==> config.mk <==
export PLATFORM = sky130hd
export DESIGN_NAME = scoreboard_regfile
export DESIGN_NICKNAME = d
export VERILOG_FILES = /design/src/rtl/scoreboard_regfile.sv
export SDC_FILE = /design/constraint.sdc
export NUM_CORES = 2
export LEC_CHECK = 0
export CAP_MARGIN = 20
export CORE_UTILIZATION = 50
export CTS_CLUSTER_SIZE = 16
export DETAILED_ROUTE_END_ITERATION = 10
export PLACE_DENSITY_LB_ADDON = 0.08
export SYNTH_ARGS = -nofsm -noshare
export SYNTH_HDL_FRONTEND = slang
export SYNTH_SLANG_ARGS = --single-unit
==> constraint.sdc <==
create_clock -name clk -period 2.3 [get_ports clk]
set_input_delay 0.345 -clock clk [delete_from_list [all_inputs] [get_ports clk]]
set_output_delay 0.345 -clock clk [all_outputs]
set_load 0.1 [all_outputs]
==> src/rtl/scoreboard_regfile.sv <==
// Register file with per-register pending-write (busy) bits, optional write-to-read
// forwarding and a multi-cycle clear sweep that walks registers 1..NREGS-1.
module scoreboard_regfile #(
  parameter int XLEN   = 32,
  parameter int NREGS  = 32,
  parameter int BYPASS = 1
) (
  input  logic                     clk,
  input  logic                     reset,
  input  logic [$clog2(NREGS)-1:0] rs1_addr,
  input  logic [$clog2(NREGS)-1:0] rs2_addr,
  output logic [XLEN-1:0]          rd1_data,
  output logic [XLEN-1:0]          rd2_data,
  output logic                     rd1_busy,
  output logic                     rd2_busy,
  input  logic                     we,
  input  logic [$clog2(NREGS)-1:0] wr_addr,
  input  logic [XLEN-1:0]          wr_data,
  input  logic                     rsv_en,
  input  logic [$clog2(NREGS)-1:0] rsv_addr,
  input  logic                     clr_req,
  output logic                     clr_busy,
  output logic                     clr_done,
  output logic                     dbg_state
);

  localparam int AW = $clog2(NREGS);
  localparam logic [AW-1:0] LAST = AW'(NREGS - 1);

  typedef enum logic {IDLE = 1'b0, SWEEP = 1'b1} state_t;

  state_t            state;
  state_t            state_next;
  logic [AW-1:0]     cnt;
  logic [XLEN-1:0]   regs [NREGS];
  logic [NREGS-1:0]  busy;

  always_comb begin
    state_next = state;
    case (state)
      IDLE:    if (clr_req) state_next = SWEEP;
      SWEEP:   if (cnt == LAST) state_next = IDLE;
      default: state_next = IDLE;
    endcase
  end

  // Register 0 is never written, reserved or swept, so it stays zero and idle.
  always_ff @(posedge clk or negedge reset) begin
    if (!reset) begin
      for (int i = 0; i < NREGS; i++) regs[i] <= '0;
      busy     <= '0;
      state    <= IDLE;
      cnt      <= '0;
      clr_done <= 1'b0;
    end else begin
      state <= state_next;
      if (state == IDLE) begin
        clr_done <= 1'b0;
        if (we && wr_addr != '0) begin
          regs[wr_addr] <= wr_data;
          busy[wr_addr] <= 1'b0;
        end
        // Placed after the writeback so a same-address reservation wins.
        if (rsv_en && rsv_addr != '0) busy[rsv_addr] <= 1'b1;
        cnt <= clr_req ? AW'(1) : '0;
      end else begin
        regs[cnt] <= '0;
        busy[cnt] <= 1'b0;
        cnt       <= cnt + AW'(1);
        clr_done  <= (cnt == LAST);
      end
    end
  end

  // Forwarding only applies in IDLE, where the write actually takes effect.
  always_comb begin
    rd1_data = regs[rs1_addr];
    rd1_busy = busy[rs1_addr];
    if (BYPASS != 0 && state == IDLE && we && wr_addr == rs1_addr) begin
      rd1_data = wr_data;
      rd1_busy = rsv_en && (rsv_addr == rs1_addr);
    end
    if (rs1_addr == '0) begin
      rd1_data = '0;
      rd1_busy = 1'b0;
    end
  end

  always_comb begin
    rd2_data = regs[rs2_addr];
    rd2_busy = busy[rs2_addr];
    if (BYPASS != 0 && state == IDLE && we && wr_addr == rs2_addr) begin
      rd2_data = wr_data;
      rd2_busy = rsv_en && (rsv_addr == rs2_addr);
    end
    if (rs2_addr == '0) begin
      rd2_data = '0;
      rd2_busy = 1'b0;
    end
  end

  assign clr_busy  = (state == SWEEP);
  assign dbg_state = state;

endmodule

==> impl_metrics.yaml <==
critical_path:
  worst-path-buf-inv: 2
  cp_slowest_stage_delay_ps: 540
  arrival_ps: 2860
  critPathMaxFanout: 2
  ff2ff_path_depth: 8
  required_ps: 1960
  critPathMostFrequentCell: "mux4_2"
  slowest_stage: "mux4_2"
  r2r_end: "regs[515]$_DFFE_PN0P_"
  timing.rr.start: "clr_busy$_DFF_PN0_"
  critical-path-top-delay-family: "multiplexers"
  cp-start-kind: "register"
  path_cells: "buf_4 > mux4_2 > mux4_2 > a221o_4 > buf_12"
  r2r_slack_ps: 40
  setup.worst_path.end_class: "primary output"
  critPathKind: "register to primary output"
sta:
  fmax_ghz: 0.312
  setup_tns_ps: -51430
  tightest_slew_ps: 1120
  maxSlewViolCount: 0
  finalHoldViolCount: 0
  setup_ws_ps: -908
  rsz0062_at_grt: "yes"
  min_period_over_period_pct: 139
  clock-skew-final_ps: 24.9
  slew_headroom_pct: 24.7
  min_period_ps: 3210
  setup_viol: 66
drt:
  viasPerCell: 7.66
  dr.first_iter.drc_count: 6408
  route.met2.wl_um: 107000
  highest_layer: "met5"
  dr_wl_met3_um: 32600
  num_vias: 46623
  drt-met1-wl_um: 87500
  drtAntennaViolNets: 0
  drc_errors: 0
  wl_per_cell_um: 40.3
  drt_wl_total_um: 245000
  dr.pass1.iters: 6
synth:
  yosysTopAreaCellShare_pct: 47.8
  postSynth.asyncResetShare_pct: 100
  ys_dominant_reg_cell: "dfrtp_1"
  synthDistinctLibCells: 52
  synthTopCellsByArea: "dfrtp_1, mux4_2, a22o_1"
  synth-warning-count: 0
  synth_top_area_cell: "dfrtp_1"
  ys_seq_area_share_pct: 47.8
  synth_edf_count: 0
  synth_seq_cells: 1063
  synthCells: 3973
  synth_area_per_cell_um2: 14.0
  synth_area_um2: 55700
  synth_nets: 4035
cts:
  clockBufferDepth: 3
  cts_tree: "yes"
  htreeDepth: 3
  clkLatencyLatePin_ps: 750
  clk_pin_slew_ps: 60
  numCtsBuffers: 117
  clock-sinks: 1063
  cts_root_buf: "clkbuf_16"
placed_design:
  detailed_place_hpwl_um: 157000
  portBuffers: 125
  pre_cts_ws_ps: -1030
  gp_congestion: 0.924
  dp.cells: 5808
layout:
  fillers: 7856
  finalNonFillerCells: 6090
  area_growth_pct: 31.0
  final_cell_mix: "dfrtp_1, a22o_1, mux4_2"
  final_common_cell: "dfrtp_1"
  nets: 4561
  utilization_pct: 66.0
  drive_gt1_share_pct: 42.4
floorplan:
  die_area_um2: 113000
  fp.dieH_um: 336
  coreArea_um2: 111000
  io_pins: 126
  start_util_pct: 50.4
  fp.dieW_um: 336
  rows: 122
power_and_ir_drop:
  power_uw: 51700
  peakVddDrop_v: 0.000748
  power_density_nw_per_um2: 710
  leakage_uw: 0.0323
global_route:
  grt_pass1_wl_um: 353000
  overflow: 0
  grt_max_degree: 112
  grt_pass1_vias: 48400
  antenna_found_initial: 9
  grt_use_total_pct: 44.0
hold_path:
  hold_path_class: "input pin to async pin"
flow_run:
  maxCapViolations: 0
status:
  violations: "setup timing"
  status: "complete, but fails checks"
-- final cells by class --
cell class | count | area, um2 | share of cell area (%)
diodes | 3 | 7.51 | 0.0103
clock buffers | 162 | 3360 | 4.61
clock inverters | 57 | 696 | 0.954
inverters | 11 | 51.3 | 0.0703
multi-input cells | 2366 | 29100 | 39.9
flip-flops and latches | 1063 | 26600 | 36.5
well taps | 1488 | 1860 | 2.55
repair buffers | 940 | 11300 | 15.4
-- synth_stat cells (2+ instances only) --
library cell and count:
ha_1 5, nor3b_1 6, clkbuf_2 2, mux2_2 27, inv_1 6, nor4_1 4
o221a_2 2, xor2_1 15, inv_2 2, xnor2_1 7, nor2_1 123, a21oi_1 83
o21ai_0 17, o221ai_1 5, a22o_1 1027, and3_1 21, clkbuf_1 356, a221o_1 29
clkinv_1 3, and3b_1 2, a221oi_1 7, buf_1 68, nand4_1 5, a22oi_1 2
nor2b_1 38, buf_6 15, dfrtp_1 1063, nand2b_1 8, nor3_1 9, o21ai_1 30
buf_2 61, buf_4 29, mux4_2 561, o211ai_1 5, and2_1 45, mux2i_1 91
nand3_1 17, o22ai_1 23, a211oi_1 81, nand2_1 59, o21a_1 2, a31oi_1 2
-- power breakdown --
group / internal [uW] / switching, uW
Sequential: 19600 / 805
Combinational: 4560 / 6850
Clock: 11700 / 8310
Total: 35800 / 16000
-- per-layer routing --
layer	global-route usage, %	vias to the layer above
met5	0	-
met3	14.1	1009
met4	28.2	10
met2	63.5	4080
met1	57.5	24403
li1	-	17121
-- metrics by stage --
step	area (um2)	hold slack, ps
2_1_floorplan	57100	49.4
4_1_cts	72400	141
6_report	72900	154
5_1_grt	72900	151
3_3_place_gp	67000	293
3_5_place_dp	67100	301
-- what timing repair did --
item,CTS,global route
pin swaps,61,48
cloned,6,3
gates resized for setup,186,68
endpoints found under the hold margin,103,0
endpoints found under the setup margin,164,76
setup buffers,47,17
hold buffers,1,0
-- how the worst max path moves through the flow --
stage                                      from      endpoint  slack (ps)  depth (start not counted)
after detailed placement             wr_addr[1]  rd2_data[15]       -1030                         11
after CTS                 regs[794]$_DFFE_PN0P_  rd1_data[26]        -910                          5
after floorplan                     rs2_addr[0]   rd2_data[2]        -420                          9
after global routing      regs[794]$_DFFE_PN0P_  rd1_data[26]        -940                          5
final                     regs[794]$_DFFE_PN0P_  rd1_data[26]        -910                          5
after global placement               wr_addr[1]  rd2_data[15]       -1100                         11
-- state kept, by name, summed over array words and instances (netlist names) --
name      count
clr_done      1
busy         32
regs       1024
clr_busy      1
cnt           5
-- logic make-up after synthesis --
| family | after synthesis | share of synthesized area, % |
|---|---|---|
| buffers and inverters | 544 | 4.26 |
| AO/OA/AOI/OAI | 1319 | 19.6 |
| XOR/XNOR | 22 | 0.346 |
| flip-flops | 1063 | 47.8 |
| adder cells (fa/ha/maj) | 5 | 0.112 |
| AND/OR/NAND/NOR | 341 | 2.99 |
| multiplexers | 679 | 24.9 |
Note: power is estimated with default switching activity, not from simulation.
